File: config.mk
export PLATFORM = sky130hd
export DESIGN_NAME = uart_rx_core
export DESIGN_NICKNAME = d
export VERILOG_FILES = /design/src/rtl/uart_rx_core.sv
export SDC_FILE = /design/constraint.sdc
export NUM_CORES = 1
export LEC_CHECK = 0
export ABC_AREA = 1
export CORE_ASPECT_RATIO = 1.1
export CORE_UTILIZATION = 55
export DETAILED_ROUTE_END_ITERATION = 8
export PLACE_DENSITY = 0.76
export SYNTH_ARGS = -nofsm -noshare
export SYNTH_HDL_FRONTEND = slang
export SYNTH_SLANG_ARGS = --single-unit
File: constraint.sdc
create_clock -name clk -period 3.31 [get_ports clk]
set_input_delay 0.993 -clock clk [delete_from_list [all_inputs] [get_ports clk]]
set_output_delay 0.993 -clock clk [all_outputs]
set_load 0.05 [all_outputs]
File: src/rtl/uart_rx_core.sv
// Asynchronous serial receiver: synchronises rx, frames start/data/parity/stop
// bits and holds the last byte in a read register with status flags.
module uart_rx_core #(
  parameter int unsigned BAUD_DIV   = 868,
  parameter int unsigned DATA_BITS  = 8,
  parameter int unsigned PARITY_EN  = 0,
  parameter int unsigned PARITY_ODD = 0
) (
  input  logic                 clk,
  input  logic                 reset,
  input  logic                 rx,
  input  logic                 rd_ack,
  output logic [DATA_BITS-1:0] rx_data,
  output logic                 rx_rdy,
  output logic                 perr,
  output logic                 ferr,
  output logic                 ovf,
  output logic                 busy
);

  localparam int unsigned BCW = $clog2(BAUD_DIV);
  localparam int unsigned NCW = $clog2(DATA_BITS + 1);

  localparam logic [BCW-1:0] HALF_LOAD = BCW'(BAUD_DIV / 2 - 1);
  localparam logic [BCW-1:0] FULL_LOAD = BCW'(BAUD_DIV - 1);
  localparam logic [NCW-1:0] LAST_BIT  = NCW'(DATA_BITS - 1);
  localparam logic           HAS_PAR   = (PARITY_EN != 0);
  localparam logic           ODD       = (PARITY_ODD != 0);

  if (BAUD_DIV < 4) begin : g_bad_baud
    $error("uart_rx_core: BAUD_DIV must be at least 4");
  end
  if (DATA_BITS < 5 || DATA_BITS > 8) begin : g_bad_bits
    $error("uart_rx_core: DATA_BITS must be in 5..8");
  end

  typedef enum logic [2:0] {
    IDLE,
    START,
    DATA,
    PAR,
    STOP
  } state_t;

  state_t               state;
  logic [BCW-1:0]       baud_cnt;
  logic [NCW-1:0]       bit_cnt;
  logic [DATA_BITS-1:0] shreg;
  logic                 par_err;

  logic       rx_meta;
  logic       rx_s;
  logic       rx_d;
  logic [2:0] sync_vld;
  logic       armed;
  logic       start_edge;

  // The sync flops reset high, so rx_d only reflects the real line once
  // sync_vld[2] is set; a line held low out of reset never arms the detector.
  always_ff @(posedge clk or posedge reset) begin
    if (reset) begin
      rx_meta  <= 1'b1;
      rx_s     <= 1'b1;
      rx_d     <= 1'b1;
      sync_vld <= 3'b000;
      armed    <= 1'b0;
    end else begin
      rx_meta  <= rx;
      rx_s     <= rx_meta;
      rx_d     <= rx_s;
      sync_vld <= {sync_vld[1:0], 1'b1};
      if (sync_vld[2] && rx_d) begin
        armed <= 1'b1;
      end
    end
  end

  assign start_edge = armed && !rx_s && rx_d;

  always_ff @(posedge clk or posedge reset) begin
    if (reset) begin
      state    <= IDLE;
      baud_cnt <= '0;
      bit_cnt  <= '0;
      shreg    <= '0;
      par_err  <= 1'b0;
      rx_data  <= '0;
      rx_rdy   <= 1'b0;
      perr     <= 1'b0;
      ferr     <= 1'b0;
      ovf      <= 1'b0;
      busy     <= 1'b0;
    end else begin
      // Host read; a load in the same cycle overrides this further down.
      if (rd_ack && rx_rdy) begin
        rx_rdy <= 1'b0;
        ovf    <= 1'b0;
      end

      unique case (state)
        IDLE: begin
          if (start_edge) begin
            state    <= START;
            baud_cnt <= HALF_LOAD;
            bit_cnt  <= '0;
            busy     <= 1'b1;
          end
        end

        START: begin
          if (baud_cnt != '0) begin
            baud_cnt <= baud_cnt - 1'b1;
          end else if (!rx_s) begin
            state    <= DATA;
            baud_cnt <= FULL_LOAD;
          end else begin
            state <= IDLE;
            busy  <= 1'b0;
          end
        end

        DATA: begin
          if (baud_cnt != '0) begin
            baud_cnt <= baud_cnt - 1'b1;
          end else begin
            shreg    <= {rx_s, shreg[DATA_BITS-1:1]};
            baud_cnt <= FULL_LOAD;
            bit_cnt  <= bit_cnt + 1'b1;
            if (bit_cnt == LAST_BIT) begin
              state <= HAS_PAR ? PAR : STOP;
            end
          end
        end

        PAR: begin
          if (baud_cnt != '0) begin
            baud_cnt <= baud_cnt - 1'b1;
          end else begin
            par_err  <= ((^shreg) ^ rx_s) != ODD;
            baud_cnt <= FULL_LOAD;
            state    <= STOP;
          end
        end

        STOP: begin
          if (baud_cnt != '0) begin
            baud_cnt <= baud_cnt - 1'b1;
          end else begin
            rx_data <= shreg;
            rx_rdy  <= 1'b1;
            ferr    <= ~rx_s;
            perr    <= HAS_PAR && par_err;
            ovf     <= rx_rdy && !rd_ack;
            state   <= IDLE;
            busy    <= 1'b0;
          end
        end

        default: begin
          state <= IDLE;
          busy  <= 1'b0;
        end
      endcase
    end
  end

endmodule
==> flow_summary_export.csv, run 1 <==
group,metric,value,unit
critical_path,crit_fanout,3,
layout,antenna_cells,0,
layout,area_delta_synth_final,14.0,%
critical_path,crit_arrival,1.48,ns
sta,final_hold_viol_count,0,
critical_path,cpPeakStageDelay,0.81,ns
clock_tree,ctsHoldBuffers,0,
layout,drive_above_1_share,14.9,%
critical_path,required,2.32,ns
detailed_routing,wire_per_inst,12.0,µm
detailed_routing,drtIter0Drc,109,
sta,tightest_slew,0.537,ns
synthesis,yosys_warnings,0,
critical_path,cp_cell_sequence,"clkdlybuf4s50_1",
detailed_routing,routed_via_density,5.07,
clock_tree,cts-buffers-inserted,5,
synthesis,syn-num-nets,275,
power_and_ir_drop,p_total,1.94,mW
layout,stdcell_count,338,
clock_tree,clk_pin_slew_worst_paths,0.08,ns
grt,grt_pass1_vias,1636,
synthesis,ys_seq_area_share,49.4,%
critical_path,crit_family,"buffers and inverters",
critical_path,cp_slowest_cell,"clkdlybuf4s50_1",
synthesis,netlist_area,2240,µm²
placed_design,gp_congestion,0.854,
floorplanning,start_util,59.4,%
grt,grt_max_degree,45,
power_and_ir_drop,ir_worst_vdd,659,µV
clock_tree,cts_resized,0,
floorplanning,core_area,3770,µm²
synthesis,synth-edff-count,0,
grt,gr-total-overflow,0,
detailed_routing,routed-via-count,1714,
synthesis,synth_most_common_cell,"nand2_1",
critical_path,worstSetupPathType,"register to primary output",
clock_tree,cts-root-buf,"clkbuf_8",
clock_tree,cts.path.max_buffers,2,
placed_design,dp.cells,330,
sta,fmax,404,MHz
sta,setup_violations,0,
job,cap_viol_max_count,0,
grt,grt_usage,22.2,%
synthesis,ys_ff_latch,44,
layout,fill_cells,332,
sta,period_needed,2.47,ns
synthesis,yosys-top-cells-count,"74 x nand2_1, 41 x dfrtp_1, 28 x inv_1",
synthesis,avgSynthCellArea,8.35,µm²
power_and_ir_drop,power.density,761,nW/µm²
sta,final.setup_skew,0.00775,ns
sta,final_max_slew_viol_count,0,
floorplanning,fp.dieH,68.9,µm
detailed_routing,drtPass1Iterations,4,
critical_path,crit_path_start_kind,"register",
detailed_routing,drc,0,
clock_tree,clock_sinks,44,
synthesis,ys_types,30,
placed_design,hpwlAfterDp,2.98,mm
clock_tree,clkLatencyLatePin,0.30,ns
grt,antenna_found_initial,0,
sta,slew_headroom,64.2,%
clock_tree,h-tree-depth,2,
placed_design,io_buffers,15,
layout,final_util,67.7,%
critical_path,cp-end-kind,"primary output",
power_and_ir_drop,power.leakage,1.23,nW
clock_tree,post-cts-setup-buffers,0,
synthesis,ys_top_cells_by_area,"dfrtp_1 46%, nand2_1 12%, inv_1 4.7%",
synthesis,synth_top_area_share,45.8,%
floorplanning,die_x,62.8,µm
synthesis,yosysTopAreaCell,"dfrtp_1",
detailed_routing,ant_nets,0,
detailed_routing,postRouteWirelength,4.06,mm
clock_tree,cts_tree,"done",
floorplanning,row_count,23,
floorplanning,ios,17,
synthesis,synth-async-reset-ratio,100,%
synthesis,syn_inst,268,
hold_path,hold_path_class,"register to register",
layout,nets,294,
synthesis,synth-main-ff-cell,"dfrtp_1",
grt,grt_pass1_wl,7.29,mm
sta,rsz0062_at_grt,"false",
sta,holdWs,0.355,ns
critical_path,cp_num_buf_inv,1,
floorplanning,die-area,4330,µm²
run_status,status,"completed",
sta,period_share,74.7,%
sta,fin_tns_setup,0,ns
## cell usage in the layout (no fill, tap or decap), types with 2 or more instances in the layout
cell type,n
clkbuf_8,6
nand3_4,2
ha_1,3
nor2_4,6
inv_1,27
nand3_1,17
nand3b_1,2
conb_1,2
xor2_1,5
nor2_1,18
o21ai_1,17
o21ai_0,13
nand2_1,74
nand4_1,3
a21oi_1,3
inv_2,7
dfrtp_1,41
nand2_2,7
dfstp_2,3
nor2_2,5
clkdlybuf4s50_1,15
## worst paths after layout
path                       cells past startpoint  slack, ns   startpoint     endpoint
max reg2reg                                    9       1.50  baud_cnt[0]  baud_cnt[9]
min                                            0       0.36  sync_vld[0]  sync_vld[1]
min reg2reg                                    0       0.36  sync_vld[0]  sync_vld[1]
max                                            1       0.84       rx_rdy       rx_rdy
max in group asynchronous                      3       1.80        reset         rx_s
min in group asynchronous                      3       1.13        reset   rx_data[3]
## flip-flops by register name (all words and copies together), names as in the netlist
name	count
bit_cnt	4
shreg	8
busy	1
rx_data	8
rx_d	1
armed	1
sync_vld	3
ovf	1
rx_s	1
rx_meta	1
state	3
rx_rdy	1
ferr	1
baud_cnt	10
## layout make-up
class / count / area, µm² / share of cell area [%]
Sequential cell: 44 / 1100 / 43.3
Multi-Input combinational cell: 185 / 973 / 38.2
Timing Repair Buffer: 16 / 158 / 6.18
Inverter: 35 / 131 / 5.15
Clock buffer: 6 / 82.6 / 3.24
Tap cell: 50 / 62.6 / 2.45
Clock inverter: 2 / 38.8 / 1.52
## cell families (layout without fill, tap and decap cells)
family,Yosys count,in the layout,synth area share (%)
flip-flops,44,44,49.4
multiplexers,1,1,0.503
other,2,2,0.336
AO/OA/AOI/OAI,39,39,9.84
AND/OR/NAND/NOR,135,135,29.2
buffers and inverters,39,59,7.16
adder cells (fa/ha/maj),3,3,1.68
XOR/XNOR,5,5,1.96
## routing by layer
layer / global-route usage [%] / vias up / wire, µm
li1: - / 878 / -
met5: 0 / - / 0
met2: 39.1 / 27 / 1990
met4: 9.30 / 0 / 57
met1: 26.8 / 805 / 1880
met3: 4.93 / 4 / 130
## report_power, final
| group | switching [mW] | total (mW) | internal, mW |
|---|---|---|---|
| registers | 0.0714 | 0.689 | 0.618 |
| logic | 0.554 | 0.819 | 0.264 |
| clock network | 0.186 | 0.433 | 0.247 |
| total | 0.812 | 1.94 | 1.13 |
## worst register-to-register path, delay by kind of cell, from the launching register on
family                     cells  cell delay [ns]
adders and majority gates      1             0.23
and+or+nand+nor                6             0.86
AOI/OAI and AO/OA              1             0.07
buffers and inverters          1             0.18
DFF                            1             0.37
## through the flow
stage / setup WS (ns) / cell area (µm²)
after floorplan: 1.29 / 2240
after global placement: 1.18 / 2430
after detailed placement: 1.16 / 2430
after CTS: 0.826 / 2550
after global routing: 0.789 / 2550
final: 0.836 / 2550
(Power assumes the default switching activity.)
==> run 2: changes to the inputs <==
==> constraint.sdc (replaced) <==
create_clock -name clk -period 2.5 [get_ports clk]
set_input_delay 0.75 -clock clk [delete_from_list [all_inputs] [get_ports clk]]
set_output_delay 0.75 -clock clk [all_outputs]
set_load 0.05 [all_outputs]
==> run 2 against run 1 <==
  * Non-clock buffer count rose by 1
  * Sequential cell count did not move
  * Design area rose by 0.29%
  * Utilization rose by 0.20 points
  * First-iteration DRC count fell by 3.7%
  * Worst hold slack improved by 0.0041 ns
  * Final cell count rose by 0.30%
  * Die area did not move
  * Clock-buffer cell count did not move
  * Total power rose by 32%
  * Clock power rose by 33%
  * Critical path type unchanged
  * Largest power group unchanged
==> flow_summary_export.csv, run 2 (synthesized netlist as in run 1, its figures left out) <==
group,metric,value,unit
layout,nets,295,
sta,slew_headroom,65.6,%
sta,period_needed,2.24,ns
placed_design,gp_congestion,0.908,
power_and_ir_drop,internal-power,1.50,mW
power_and_ir_drop,p_sw,1.07,mW
detailed_routing,drtPass1Iterations,4,
detailed_routing,postRouteWirelength,4.07,mm
grt,grt_usage,22.5,%
floorplanning,fp.dieH,68.9,µm
critical_path,cp-end-kind,"primary output",
sta,fin_tns_setup,0,ns
floorplanning,ios,17,
power_and_ir_drop,clkPwrFrac,22.4,%
floorplanning,die_x,62.8,µm
power_and_ir_drop,p_total,2.57,mW
grt,use_met3,5.26,%
critical_path,worstSetupPathType,"register to primary output",
layout,antenna_cells,0,
power_and_ir_drop,p_seq_share,35.5,%
grt,top_usage_layer,"met2",
sta,rsz0062_at_grt,"false",
critical_path,required,1.75,ns
layout,area_delta_synth_final,14.3,%
placed_design,hpwlAfterDp,3.05,mm
sta,tightest_slew,0.515,ns
critical_path,cp_slowest_cell,"clkdlybuf4s50_1",
clock_tree,clkLatencyLatePin,0.30,ns
grt,grt_max_degree,25,
detailed_routing,drc,0,
power_and_ir_drop,combPwrFrac,42.1,%
power_and_ir_drop,power.leakage,1.23,nW
grt,gr-usage-met2,39.9,%
clock_tree,cts-buffers-inserted,5,
placed_design,io_buffers,15,
layout,mostFrequentLayoutCell,"nand2_1",
power_and_ir_drop,power_switching_share,41.7,%
clock_tree,h-tree-depth,2,
clock_tree,cts-root-buf,"clkbuf_8",
floorplanning,row_count,23,
critical_path,cpPeakStageDelay,0.82,ns
floorplanning,die-area,4330,µm²
clock_tree,cts_resized,0,
critical_path,crit_fanout,2,
detailed_routing,ant_nets,0,
layout,final_cell_mix,"74 x nand2_1, 41 x dfrtp_1, 27 x inv_1",
grt,grt_pass1_wl,7.45,mm
detailed_routing,wire_per_inst,12.0,µm
layout,fill_cells,331,
floorplanning,core_area,3770,µm²
critical_path,cp_num_buf_inv,1,
sta,final_max_slew_viol_count,0,
layout,top_register,"baud_cnt",
critical_path,crit_path_start_kind,"register",
critical_path,crit_arrival,1.49,ns
grt,grt_pass1_vias,1744,
sta,setup_violations,0,
sta,fmax,446,MHz
floorplanning,start_util,59.4,%
sta,final.setup_skew,0.00536,ns
clock_tree,cts.path.max_buffers,2,
run_status,status,"completed",
grt,use_met1,26.6,%
clock_tree,clk_pin_slew_worst_paths,0.08,ns
clock_tree,clock_sinks,44,
detailed_routing,routed-via-count,1699,
clock_tree,ctsHoldBuffers,0,
critical_path,cp_cell_sequence,"clkdlybuf4s50_1",
power_and_ir_drop,power.density,1000,nW/µm²
job,cap_viol_max_count,0,
layout,largest_register_ffs,10,
detailed_routing,drtIter0Drc,105,
power_and_ir_drop,ir_worst_vdd,566,µV
grt,antenna_found_initial,0,
sta,period_share,89.8,%
clock_tree,cts_tree,"done",
grt,gr-total-overflow,0,
critical_path,crit_family,"buffers and inverters",
sta,final_hold_viol_count,0,
hold_path,hold_path_class,"register to register",
sta,holdWs,0.359,ns
layout,drive_above_1_share,15.2,%
layout,top_regs,"baud_cnt (10), rx_data (8), shreg (8)",
clock_tree,post-cts-setup-buffers,0,
detailed_routing,routed_via_density,5.01,
==> run 2: changes by cell type in the layout (fill, tap and decap cells not counted) <==
cell   previous run  this run
buf_4             1         2
==> run 2: worst paths after layout <==
check,from,end,slack (ns),depth (start not counted)
worst max-delay path,rx_data[4],rx_data[4],0.26,1
worst min-delay path,rx_meta,rx_s,0.36,0
min in group asynchronous,reset,ferr,0.79,3
worst max register to register,baud_cnt[0],baud_cnt[9],0.69,9
worst min register to register,rx_meta,rx_s,0.36,0
max in group asynchronous,reset,rx_d,1.41,3
==> run 2: layer usage <==
layer	routed length, µm	vias up
li1	-	877
met1	1890	794
met2	2010	20
met3	91	8
met4	68	0
met5	0	-
==> run 2: power by group through the flow <==
stage	Combinational (mW)	Clock, mW	Sequential, mW
finish	1.08	0.575	0.911
global route	1.25	0.610	0.926
CTS	1.09	0.587	0.912
detailed placement	1.08	0	0.927
global placement	1.06	0	0.923
floorplan	0.845	0	0.936
==> run 2: layout make-up <==
type	instances	area [µm²]	area share (%)
sequential	44	1100	43.2
multi-input combinational	185	973	38.0
clock buffer	6	82.6	3.23
timing repair buffer	17	165	6.45
clock inverter	2	38.8	1.52
inverter	35	131	5.13
tap	50	62.6	2.44
==> run 2: stage by stage <==
step | setup slack, ns | cells | utilization [%] | instance area [µm²]
final | 0.256 | 339 | 67.9 | 2560
after global routing | 0.223 | 339 | 67.9 | 2560
after CTS | 0.237 | 339 | 67.9 | 2560
after detailed placement | 0.574 | 331 | 64.7 | 2440
after global placement | 0.614 | 331 | 64.7 | 2440
after floorplan | 0.724 | 268 | - | 2240
==> run 3: changes to the inputs <==
--- a/config.mk
+++ b/config.mk
@@ -5,8 +5,8 @@
 export SDC_FILE = /design/constraint.sdc
 export NUM_CORES = 1
 export LEC_CHECK = 0
-export ABC_AREA = 1
 export CORE_ASPECT_RATIO = 1.1
+export CORE_MARGIN = 2
 export CORE_UTILIZATION = 55
 export DETAILED_ROUTE_END_ITERATION = 8
 export PLACE_DENSITY = 0.76
==> run 3 against run 2 <==
  * Critical path depth is 5 higher
  * Final cell count down 15%
  * Largest cell class unchanged
  * Non-clock buffer count rose by 9
  * Combinational power shrank 54%
  * Critical path type is now register to register
  * Wire length up 10%
  * Largest power group is now registers
  * Sequential share of layout area grew 1.3 points
  * Critical endpoint is now bit_cnt[3]
  * Worst hold slack improved by 0.0044 ns
==> flow_summary_export.csv, run 3 <==
group,metric,value,unit
floorplanning,row_count,23,
sta,fin_tns_setup,0,ns
synthesis,synth_most_common_cell,"dfrtp_1",
synthesis,ys_ff_latch,44,
floorplanning,fp.dieH,69.6,µm
synthesis,syn_inst,213,
synthesis,ys_types,54,
power_and_ir_drop,p_seq_share,48.9,%
sta,final.setup_skew,0.00896,ns
synthesis,netlist_area,2150,µm²
layout,top_regs,"baud_cnt (10), rx_data (8), shreg (8)",
sta,holdWs,0.364,ns
critical_path,cpPeakStageDelay,0.51,ns
power_and_ir_drop,internal-power,1.24,mW
layout,drive_above_1_share,16.0,%
critical_path,cp_cell_sequence,"inv_1, ha_1, or4b_4, or4_4, or3_1, a21oi_1",
power_and_ir_drop,p_sw,0.625,mW
layout,antenna_cells,0,
sta,rsz0062_at_grt,"false",
critical_path,worstSetupPathType,"register to register",
detailed_routing,wire_per_inst,15.6,µm
synthesis,avgSynthCellArea,10.1,µm²
power_and_ir_drop,ir_worst_vdd,560,µV
clock_tree,clk_pin_slew_worst_paths,0.08,ns
placed_design,gp_congestion,0.843,
layout,fill_cells,338,
detailed_routing,drtPass1Iterations,4,
layout,stdcell_area,2480,µm²
synthesis,synth_top_area_share,47.8,%
power_and_ir_drop,power_switching_share,33.6,%
grt,antenna_found_initial,0,
sta,period_needed,2.28,ns
sta,setup_violations,0,
power_and_ir_drop,power.leakage,1.11,nW
detailed_routing,drc,0,
floorplanning,start_util,58.3,%
floorplanning,ios,17,
clock_tree,post-cts-setup-buffers,0,
synthesis,ys_seq_area_share,51.4,%
layout,mostFrequentLayoutCell,"dfrtp_1",
clock_tree,cts-root-buf,"clkbuf_8",
placed_design,pre_cts_ws,0.236,ns
clock_tree,clkLatencyLatePin,0.30,ns
clock_tree,clock_sinks,44,
detailed_routing,routed_via_density,5.86,
synthesis,yosys-top-cells-count,"41 x dfrtp_1, 33 x nand2_1, 21 x o21ai_0",
sta,slew_headroom,52.7,%
layout,seqCellArea,1100,µm²
clock_tree,cts.path.max_buffers,2,
power_and_ir_drop,clkPwrFrac,24.5,%
synthesis,yosysTopAreaCell,"dfrtp_1",
hold_path,hold_path_class,"register to register",
synthesis,syn-num-nets,220,
power_and_ir_drop,combPwrFrac,26.6,%
layout,final_cell_mix,"41 x dfrtp_1, 33 x nand2_1, 21 x o21ai_0",
critical_path,required,2.72,ns
floorplanning,die-area,4420,µm²
layout,nets,244,
synthesis,synth-async-reset-ratio,100,%
layout,largest_register_ffs,10,
grt,grt_max_degree,19,
sta,tightest_slew,0.703,ns
critical_path,crit_fanout,5,
critical_path,r2r_slack,0.22,ns
placed_design,io_buffers,15,
grt,grt_pass1_wl,8.31,mm
synthesis,synth-edff-count,0,
layout,multi_input_area,956,µm²
grt,grt_pass1_vias,1762,
sta,finalWorstSetupSlack,0.216,ns
critical_path,cp_slowest_cell,"or4b_4",
job,cap_viol_max_count,0,
critical_path,crit_arrival,2.50,ns
critical_path,cp-end-kind,"register",
detailed_routing,drtIter0Drc,88,
grt,gr-total-overflow,0,
clock_tree,cts_resized,0,
detailed_routing,ant_nets,0,
clock_tree,ctsHoldBuffers,0,
layout,area_delta_synth_final,15.6,%
sta,final_max_slew_viol_count,0,
sta,final_hold_viol_count,0,
detailed_routing,routed-via-count,1687,
power_and_ir_drop,power.density,749,nW/µm²
clock_tree,cts_tree,"done",
layout,top_register,"baud_cnt",
synthesis,ys_top_cells_by_area,"dfrtp_1 48%, nand2_1 5.8%, o21ai_0 4.9%",
sta,period_share,91.3,%
floorplanning,core_area,3680,µm²
synthesis,synth-main-ff-cell,"dfrtp_1",
clock_tree,cts-buffers-inserted,5,
floorplanning,die_x,63.6,µm
grt,grt_usage,23.8,%
sta,fmax,438,MHz
placed_design,place_area,2390,µm²
run_status,status,"completed",
critical_path,crit_path_start_kind,"register",
placed_design,hpwlAfterDp,3.35,mm
detailed_routing,postRouteWirelength,4.48,mm
synthesis,yosys_warnings,0,
clock_tree,h-tree-depth,2,
run 3: cell types whose count changed after synthesis, moves of 6 or more:
cell / before / now
nand2_1: 74 / 33
nand3_1: 17 / 5
inv_2: 7 / 0
o21ai_1: 17 / 0
mux2_2: 1 / 9
nand2_2: 7 / 0
nor2_4: 6 / 0
inv_1: 28 / 9
o21ai_0: 13 / 21
run 3: per-stage QoR:
step	instances	power [mW]	util, %
finish	288	1.86	67.4
global route	288	1.99	67.4
CTS	288	1.87	67.4
detailed placement	280	1.41	64.9
global placement	280	1.39	64.9
floorplan	213	1.29	-
run 3: final cells by class:
cell class                 count  share of cell area (%)
sequential                    44                    44.5
multi-input combinational    151                    38.5
timing repair buffer          26                    9.37
clock buffer                   7                    3.48
tap                           50                    2.52
inverter                       9                    1.36
clock inverter                 1                   0.302
run 3: kinds of logic after synthesis:
kind of cell	Yosys count	share of synthesized area (%)
buffers and inverters	18	4.08
multiplexers	11	5.65
AND/OR/NAND/NOR	83	21.2
AO/OA/AOI/OAI	51	15.1
flip-flops	44	51.4
other	2	0.350
XOR/XNOR	1	0.408
adder cells (fa/ha/maj)	3	1.75
run 3: critical path: cells and delay by family, from the launching register on:
family          cells  cell delay [ns]
fa+ha+maj           1             0.16
buf+inv             1             0.10
simple gates        3             1.38
compound gates      1             0.15
flops               1             0.43
run 3: metal layers:
metal  vias up  GRT usage [%]  wire [µm]
met5         -              0          0
met4         0           8.21         78
met3         8           3.90        196
met2        45           39.1       2300
met1       822           32.0       1910
li1        812              -          -
run 3: power by group through the flow:
stage	logic, mW	registers [mW]	clock network [mW]
4_1_cts	0.492	0.909	0.471
3_3_place_gp	0.475	0.910	0
5_1_grt	0.556	0.932	0.502
2_1_floorplan	0.401	0.887	0
3_5_place_dp	0.491	0.922	0
6_report	0.494	0.911	0.456
run 3: path summary, 6_finish.rpt:
| kind | endpoint | startpoint | cells past startpoint |
|---|---|---|---|
| max | bit_cnt[3] | baud_cnt[0] | 6 |
| min | sync_vld[2] | sync_vld[1] | 0 |
| max reg2reg | bit_cnt[3] | baud_cnt[0] | 6 |
| min reg2reg | sync_vld[2] | sync_vld[1] | 0 |
| max in group asynchronous | busy | reset | 3 |
| min in group asynchronous | ovf | reset | 2 |
